[src/rtl/uart_tx_if.sv]
`default_nettype none
// ============================================================================
//  Module   : uart_tx_if
//  Purpose  : Word handshake and serial-side signals of the UART transmitter.
//  Revision : 1.0  initial release
// ============================================================================
interface uart_tx_if #(
    parameter int DATA_BITS = 8
);
    logic                 in_valid;
    logic [DATA_BITS-1:0] in_data;
    logic                 in_ready;
    logic                 tx;
    logic                 busy;

    modport master (output in_valid, in_data, input in_ready, tx, busy);
    modport slave  (input in_valid, in_data, output in_ready, tx, busy);
endinterface
`default_nettype wire

[src/rtl/uart_tx.sv]
`default_nettype none
// ============================================================================
//  Module   : uart_tx
//  Purpose  : UART transmitter: start, LSB-first data, optional parity, stops.
//  Revision : 1.0  initial release
// ============================================================================
module uart_tx #(
    parameter int CLKS_PER_BIT = 16,
    parameter int DATA_BITS    = 8,
    parameter int PARITY_EN    = 0,
    parameter int PARITY_ODD   = 0,
    parameter int STOP_BITS    = 1
) (
    input  wire logic clk,
    input  wire logic rst,
    uart_tx_if.slave  bus
);
    localparam int BAUD_W = (CLKS_PER_BIT > 1) ? $clog2(CLKS_PER_BIT) : 1;
    localparam int BIT_W  = $clog2(DATA_BITS + 1);

    localparam logic [BAUD_W-1:0] c_BAUD_MAX  = BAUD_W'(CLKS_PER_BIT - 1);
    localparam logic [BIT_W-1:0]  c_LAST_BIT  = BIT_W'(DATA_BITS - 1);
    localparam logic              c_STOP_LAST = 1'(STOP_BITS - 1);
    localparam logic              c_ODD       = (PARITY_ODD != 0);

    typedef enum logic [2:0] {
        IDLE   = 3'd0,
        START  = 3'd1,
        DATA   = 3'd2,
        PARITY = 3'd3,
        STOP   = 3'd4
    } state_t;

    state_t               r_state,  w_state_n;
    logic [BAUD_W-1:0]    r_baud,   w_baud_n;
    logic [BIT_W-1:0]     r_bit,    w_bit_n;
    logic                 r_stop,   w_stop_n;
    logic [DATA_BITS-1:0] r_shreg,  w_shreg_n;
    logic                 r_parity, w_parity_n;
    logic                 r_tx,     w_tx_n;
    logic                 r_busy,   w_busy_n;
    logic                 r_ready,  w_ready_n;
    logic                 w_wrap;

    assign w_wrap = (r_baud == c_BAUD_MAX);

    always_ff @(posedge clk or posedge rst) begin
        if (rst) begin
            r_state  <= IDLE;
            r_baud   <= '0;
            r_bit    <= '0;
            r_stop   <= 1'b0;
            r_shreg  <= '0;
            r_parity <= 1'b0;
            r_tx     <= 1'b1;
            r_busy   <= 1'b0;
            r_ready  <= 1'b1;
        end else begin
            r_state  <= w_state_n;
            r_baud   <= w_baud_n;
            r_bit    <= w_bit_n;
            r_stop   <= w_stop_n;
            r_shreg  <= w_shreg_n;
            r_parity <= w_parity_n;
            r_tx     <= w_tx_n;
            r_busy   <= w_busy_n;
            r_ready  <= w_ready_n;
        end
    end

    always_comb begin
        w_state_n  = r_state;
        w_baud_n   = r_baud;
        w_bit_n    = r_bit;
        w_stop_n   = r_stop;
        w_shreg_n  = r_shreg;
        w_parity_n = r_parity;
        w_tx_n     = r_tx;
        w_busy_n   = r_busy;
        w_ready_n  = r_ready;

        // The baud counter free-runs through every bit slot; slots advance on wrap.
        if (r_state != IDLE) begin
            w_baud_n = w_wrap ? '0 : r_baud + 1'b1;
        end

        case (r_state)
            IDLE: begin
                if (bus.in_valid && r_ready) begin
                    w_shreg_n  = bus.in_data;
                    w_parity_n = (^bus.in_data) ^ c_ODD;
                    w_state_n  = START;
                    w_baud_n   = '0;
                    w_tx_n     = 1'b0;
                    w_busy_n   = 1'b1;
                    w_ready_n  = 1'b0;
                end
            end
            START: begin
                if (w_wrap) begin
                    w_state_n = DATA;
                    w_bit_n   = '0;
                    w_tx_n    = r_shreg[0];
                    w_shreg_n = r_shreg >> 1;
                end
            end
            DATA: begin
                if (w_wrap) begin
                    if (r_bit == c_LAST_BIT) begin
                        if (PARITY_EN != 0) begin
                            w_state_n = PARITY;
                            w_tx_n    = r_parity;
                        end else begin
                            w_state_n = STOP;
                            w_stop_n  = 1'b0;
                            w_tx_n    = 1'b1;
                        end
                    end else begin
                        w_bit_n   = r_bit + 1'b1;
                        w_tx_n    = r_shreg[0];
                        w_shreg_n = r_shreg >> 1;
                    end
                end
            end
            PARITY: begin
                if (w_wrap) begin
                    w_state_n = STOP;
                    w_stop_n  = 1'b0;
                    w_tx_n    = 1'b1;
                end
            end
            STOP: begin
                if (w_wrap) begin
                    if (r_stop == c_STOP_LAST) begin
                        w_state_n = IDLE;
                        w_busy_n  = 1'b0;
                        w_ready_n = 1'b1;
                    end else begin
                        w_stop_n = r_stop + 1'b1;
                    end
                end
            end
            default: begin
                w_state_n = IDLE;
                w_tx_n    = 1'b1;
                w_busy_n  = 1'b0;
                w_ready_n = 1'b1;
            end
        endcase
    end

    assign bus.tx       = r_tx;
    assign bus.busy     = r_busy;
    assign bus.in_ready = r_ready;
endmodule
`default_nettype wire

[src/flat_wrapper.sv]
// flat-port wrapper written by rule: the top's interface ports become plain ports
module uart_tx_flat 
#(
    parameter int CLKS_PER_BIT = 16,
    parameter int DATA_BITS    = 8,
    parameter int PARITY_EN    = 0,
    parameter int PARITY_ODD   = 0,
    parameter int STOP_BITS    = 1
)
  (clk, rst, bus_in_valid, bus_in_data, bus_in_ready, bus_tx, bus_busy);
  uart_tx_if #(.DATA_BITS(DATA_BITS)) bus_i ();
  input  wire logic clk;
  input  wire logic rst;
  input wire logic [$bits(bus_i.in_valid)-1:0] bus_in_valid;
  input wire logic [$bits(bus_i.in_data)-1:0] bus_in_data;
  output wire logic [$bits(bus_i.in_ready)-1:0] bus_in_ready;
  output wire logic [$bits(bus_i.tx)-1:0] bus_tx;
  output wire logic [$bits(bus_i.busy)-1:0] bus_busy;
  assign bus_i.in_valid = bus_in_valid;
  assign bus_i.in_data = bus_in_data;
  assign bus_in_ready = bus_i.in_ready;
  assign bus_tx = bus_i.tx;
  assign bus_busy = bus_i.busy;
  uart_tx #(.CLKS_PER_BIT(CLKS_PER_BIT), .DATA_BITS(DATA_BITS), .PARITY_EN(PARITY_EN), .PARITY_ODD(PARITY_ODD), .STOP_BITS(STOP_BITS)) u_core (.clk(clk), .rst(rst), .bus(bus_i));
endmodule
[config.mk]
export PLATFORM = sky130hd
export DESIGN_NAME = uart_tx_flat
export DESIGN_NICKNAME = d
export VERILOG_FILES = /design/src/rtl/uart_tx_if.sv /design/src/rtl/uart_tx.sv /design/src/flat_wrapper.sv
export SDC_FILE = /design/constraint.sdc
export NUM_CORES = 1
export LEC_CHECK = 0
export ABC_AREA = 1
export CAP_MARGIN = 10
export CORE_AREA = 2 2 62 50
export DETAILED_ROUTE_END_ITERATION = 16
export DIE_AREA = 0 0 64 52
export PLACE_DENSITY = 0.85
export SYNTH_ARGS = -nofsm -noshare
export SYNTH_HDL_FRONTEND = slang
export SYNTH_SLANG_ARGS = --single-unit
[constraint.sdc]
create_clock -name clk -period 1.3 [get_ports clk]
set_clock_uncertainty 0.05 [all_clocks]
set_input_delay 0.195 -clock clk [delete_from_list [all_inputs] [get_ports clk]]
set_output_delay 0.195 -clock clk [all_outputs]
set_load 0.005 [all_outputs]
==> flow_summary.ini, run 1 <==
[synthesis]
ys_ff_latch = 22
syn_inst = 168
syn_area_um2 = 1300
syn-num-nets = 181
synth.avg_cell_area_um2 = 7.76
ys_warn_count = 0
synth.area.top_cells = dfrtp_1 38%, nand2_1 19%, nand3_1 7.7%, dfstp_2 4.0%, nor2_1 3.5%
synth.distinct_cells = 24
netlist.area_leader.share_pct = 38.4
synthFlopType = dfrtp_1
yosys.area.top_type = dfrtp_1
ys_async_sr_fraction_pct = 100
synth_edf_count = 0
yosysSeqAreaShare_pct = 42.4

[clocking]
cts.sinks = 22
cts-root-buf = clkbuf_4
clk_pin_slew_ns = 0.13
worst_skew_pair.late_latency_ns = 0.31
cts_hold_buf = 0
cts_made_buffers = 3
cts_buffer_depth = 2
cts_max_level = 1
cts_tree = built

[route]
wl_um = 3800
routed_via_density = 5.26
num_vias = 1367
wl_per_cell_um = 14.6
first_pass_iters = 4
drt_iter0_markers = 116
drcViolationCount = 0
ant_nets = 0

[finish]
regArea_um2 = 554
layout_commonest_cell = nand2_1
finalNonFillerCells = 260
mostFrequentLayoutCells = 60 x nand2_1, 28 x buf_4, 19 x dfrtp_1
drive_gt1_share_pct = 41.4
n_antenna_cell = 0
utilization_pct = 73.7
finalInstanceArea_um2 = 2020
fillCellCount = 181
final_nets = 236
multi_input_area_um2 = 833
areaGrowthSynthToFinish_pct = 55.1

[setup_path]
slowest_stage = dfstp_2
cp_top_family = flip-flops
arrival_ns = 1.61
cp_num_buf_inv = 2
critPathLaunchType = flip-flop
endpoint_kind = flip-flop
crit_required_ns = 1.47
path_class = reg2reg
critical-path-max-stage-delay_ns = 0.56
cp_num_cells = 7
path_max_fanout = 8
path_cells = buf_4, nand2_4, nand3_2, buf_4, nand3_4, nand2_1, nand2_1
rr_worst_depth = 7

[floorplan]
die_h_um = 52
core_area_um2 = 2740
initial_core_util_pct = 47.5
die_w_um = 64
dieArea_um2 = 3330
io_pins = 14
rows = 17

[placed_design]
port_buffers = 13
dp_hpwl_um = 1960
routabilityCongestion = 0.821
pre_cts_ws_ns = -0.156
place_area_um2 = 1680
dp_cells = 242

[status]
status = finished with violations
violations = negative setup slack

[sta]
fin_ws_ns = -0.142
finalHoldViolCount = 0
setup_violations = 21
hold_slack_ns = 0.139
rsz0062_at_grt = yes
fin_tns_setup_ns = -2.07
worstMarginPinSlew_ns = 0.295
relSlewSlack_pct = 80.2
timing.fmax_mhz = 693
finalMaxSlewViolations = 0
period_minus_slack_ns = 1.44
timing.final.crit_share_pct = 111

[hold_path]
hold_path_class = in2async

[pwr]
ir_drop_mv = 0.629
power_mw = 1.27
power.density_nw_per_um2 = 629
p_leak_nw = 1.02

[grt]
grt_pass1_vias = 1174
grt_usage_pct = 20.0
grt_antenna_before_repair = 0
grt_max_degree = 23
grt_first_pass_wirelength_um = 5150
overflow = 0

[flow_run]
max_cap_violations = 0
==> layout make-up <==
class	count	share of cell area, %
inverter	13	2.66
tap	38	2.35
clock buffer	3	1.11
multi-input combinational	132	41.2
timing repair buffer	51	23.8
sequential	22	27.4
clock inverter	1	1.49
==> path summary, 6_finish.rpt <==
check / from / to / slack, ns
max: u_core.bus.in_ready / u_core.r_shreg[2] / -0.14
min: rst / u_core.r_shreg[1] / 0.14
max reg2reg: u_core.bus.in_ready / u_core.r_shreg[2] / -0.14
min reg2reg: u_core.bus.busy / u_core.bus.busy / 0.44
max in group asynchronous: rst / u_core.bus.in_ready / 0.84
min in group clk: u_core.bus.busy / u_core.bus.busy / 0.44
==> worst reg2reg max path, cell delays in order, from the launching register on <==
cell and delay (ns):
dfstp_2 0.56, buf_4 0.13, nand2_4 0.06, nand3_2 0.10, buf_4 0.14, nand3_4 0.13
nand2_1 0.12, nand2_1 0.06
==> cells by family (layout without fill, tap and decap cells) <==
family | Yosys count | after routing | synth area share (%)
AND/OR/NAND/NOR | 113 | 114 | 42.4
flip-flops | 22 | 22 | 42.4
buffers and inverters | 15 | 68 | 5.18
AO/OA/AOI/OAI | 14 | 14 | 6.72
adder cells (fa/ha/maj) | 2 | 2 | 1.92
XOR/XNOR | 2 | 2 | 1.34
==> layer usage <==
| metal | up-vias | track usage (%) | share of wire [%] |
|---|---|---|---|
| met5 | - | 0 | 0 |
| met4 | 0 | 4.35 | 1.6 |
| met3 | 8 | 3.90 | 5.0 |
| met2 | 53 | 36.3 | 51 |
| li1 | 644 | - | - |
| met1 | 662 | 24.9 | 42 |
==> cell usage after synthesis, types with 2 or more instances <==
cell type and n:
nand2_1 67, dfrtp_1 20, nand3_1 20, nor2_1 12
inv_1 7, inv_2 6, a21oi_1 5, nand2_4 3
o21ai_0 3, o21ai_1 3, dfstp_2 2, ha_1 2
nand3_2 2, nand3_4 2, nor2_2 2, nor2_4 2
or2_2 2, xor2_1 2
==> what timing repair did <==
action,in CTS,in global routing
buffers inserted,7,6
endpoints found under the hold margin,0,0
gates cloned,1,0
setup endpoints to repair,22,22
pin swaps,9,13
gates resized for setup,29,18
==> where the power goes <==
group / switching, mW / internal [mW]
sequential: 0 / 0.685
clock: 0.220 / 0.312
combinational: 0.0220 / 0.0339
total: 0.242 / 1.03
==> sequential cells by signal (all words and copies together) (netlist names) <==
register / count
u_core.r_shreg: 8
u_core.r_baud: 4
u_core.r_bit: 4
u_core.r_state: 3
u_core.bus.busy: 1
u_core.bus.in_ready: 1
u_core.bus.tx: 1
No activity file was read; power rests on OpenSTA's default activity.
==> run 2, diff against run 1 <==
Settings changed: CORE_AREA 2 2 62 50 to 5 5 65 53, DIE_AREA 0 0 64 52 to 0 0 70 58.
==> run 2 against run 1 <==
Compared with the run above:
- the run still ends with negative setup slack left
- combinational power increased by 6.3%
- count of clock-buffer cells in the layout increased by 1
- power decreased by 11%
- hold slack about the same
- core utilization decreased by 1.6 points
- sequential share of layout area increased by 0.46 points
- global-route usage decreased by 2.9 points
- non-clock buffer count decreased by 1
==> flow_summary.ini, run 2 (synthesis results as in run 1) <==
[route]
drcViolationCount = 0
ant_nets = 0
routed_via_density = 4.96
wl_per_cell_um = 13.1
drt_iter0_markers = 51
first_pass_iters = 4
num_vias = 1279
wl_um = 3390

[setup_path]
r2r_end = u_core.r_shreg[7]
path_class = reg2reg
endpoint = u_core.r_shreg[7]
path_max_fanout = 8
arrival_ns = 1.63
crit_start = u_core.bus.in_ready
rr_worst_depth = 7
crit_required_ns = 1.52
timing.rr.start = u_core.bus.in_ready
endpoint_kind = flip-flop
r2r_setup_slack_ns = -0.11
critPathLaunchType = flip-flop

[placed_design]
routabilityCongestion = 0.856
dp_hpwl_um = 2070
port_buffers = 13
pre_cts_ws_ns = -0.154

[sta]
relSlewSlack_pct = 81.9
timing.fmax_mhz = 707
timing.final.crit_share_pct = 109
setup_violations = 21
period_minus_slack_ns = 1.41
rsz0062_at_grt = yes
fin_ws_ns = -0.115
finalHoldViolCount = 0
finalMaxSlewViolations = 0
worstMarginPinSlew_ns = 0.271

[clocking]
cts_max_level = 1
cts-root-buf = clkbuf_4
cts_buffer_depth = 2
cts.sinks = 22
clk_pin_slew_ns = 0.13
cts_made_buffers = 3
worst_skew_pair.late_latency_ns = 0.32
cts_hold_buf = 0
cts_tree = built

[pwr]
p_leak_nw = 1.01
ir_drop_mv = 0.489
power.density_nw_per_um2 = 568
power_mw = 1.13

[finish]
mostFrequentLayoutCells = 58 x nand2_1, 26 x buf_4, 18 x dfrtp_1
areaGrowthSynthToFinish_pct = 52.9
layout_commonest_cell = nand2_1
n_antenna_cell = 0
utilization_pct = 72.1
largestRegisters = u_core.r_shreg (8), u_core.r_baud (4), u_core.r_bit (4)
top_register = u_core.r_shreg
largest_reg_flops = 8
final_nets = 234
drive_gt1_share_pct = 40.5

[grt]
use_met3_pct = 4.33
grt_use_met2_pct = 27.9
grt_first_pass_wirelength_um = 5580
grt_antenna_before_repair = 0
grt_pass1_vias = 1214
overflow = 0
grt_max_degree = 23
gr-usage-met1_pct = 23.3
grt_usage_pct = 17.1
grt_most_used_layer = met2

[flow_run]
max_cap_violations = 0

[hold_path]
hold_path_class = in2async

[floorplan]
die_h_um = 58
core_area_um2 = 2770
dieArea_um2 = 4060
die_w_um = 70
io_pins = 14
rows = 17
initial_core_util_pct = 47.1

[status]
status = finished with violations
violations = negative setup slack
-- run 2: changes by cell type in the layout (fill, tap and decap cells not counted), sizes merged --
cell and change:
buf -1, bufinv -1, clkinv -1, inv +1, nor2 -1, clkbuf +1
-- run 2: routing by layer --
metal,wire [µm],part of all wire [%],vias up
met5,0,0,-
met1,1500,44,598
met2,1650,49,33
li1,-,-,639
met3,177,5.2,9
met4,65,1.9,0
-- run 2: report_power, final --
part | internal, mW | leakage, nW | total [mW] | switching (mW)
Sequential | 0.685 | 0.289 | 0.685 | 0
Combinational | 0.0358 | 0.696 | 0.0593 | 0.0235
Clock | 0.171 | 0.0210 | 0.388 | 0.217
-- run 2: cell type report --
cell class | instances | area (µm²)
multi-input cells | 131 | 847
well taps | 38 | 47.5
inverters | 13 | 56.3
repair buffers | 50 | 450
flip-flops and latches | 22 | 556
fillers | 188 | 772
clock buffers | 4 | 36.3
-- run 2: how the worst min path moves through the flow --
stage                             end  depth (start not counted)
floorplan             u_core.bus.busy                          1
global route        u_core.r_shreg[4]                          3
finish              u_core.r_shreg[4]                          3
CTS                   u_core.bus.busy                          3
detailed placement    u_core.bus.busy                          2
global placement    u_core.r_shreg[7]                          2
-- run 2: stage by stage --
step | hold slack (ns) | std cells | setup TNS [ns] | instance area, µm²
3_5_place_dp | 0.408 | 241 | -2.08 | 1660
3_3_place_gp | 0.405 | 241 | -1.65 | 1660
2_1_floorplan | 0.133 | 168 | 0 | 1310
4_1_cts | 0.155 | 254 | -0.782 | 1870
6_report | 0.139 | 258 | -1.46 | 1990
5_1_grt | 0.148 | 258 | -3.17 | 1990
-- run 2: critical path: stages, from the launching register on --
cell	delay (ns)
dfstp_2	0.56
buf_6	0.10
nand2_4	0.06
nand3_4	0.11
inv_4	0.04
a21oi_4	0.23
nand3_1	0.13
nand2_1	0.08
-- run 2: what timing repair did --
action	in CTS	in global routing
hold endpoints to repair	0	0
pin swaps	24	13
resized for setup	37	21
endpoints found under the setup margin	23	23
setup buffers	9	4
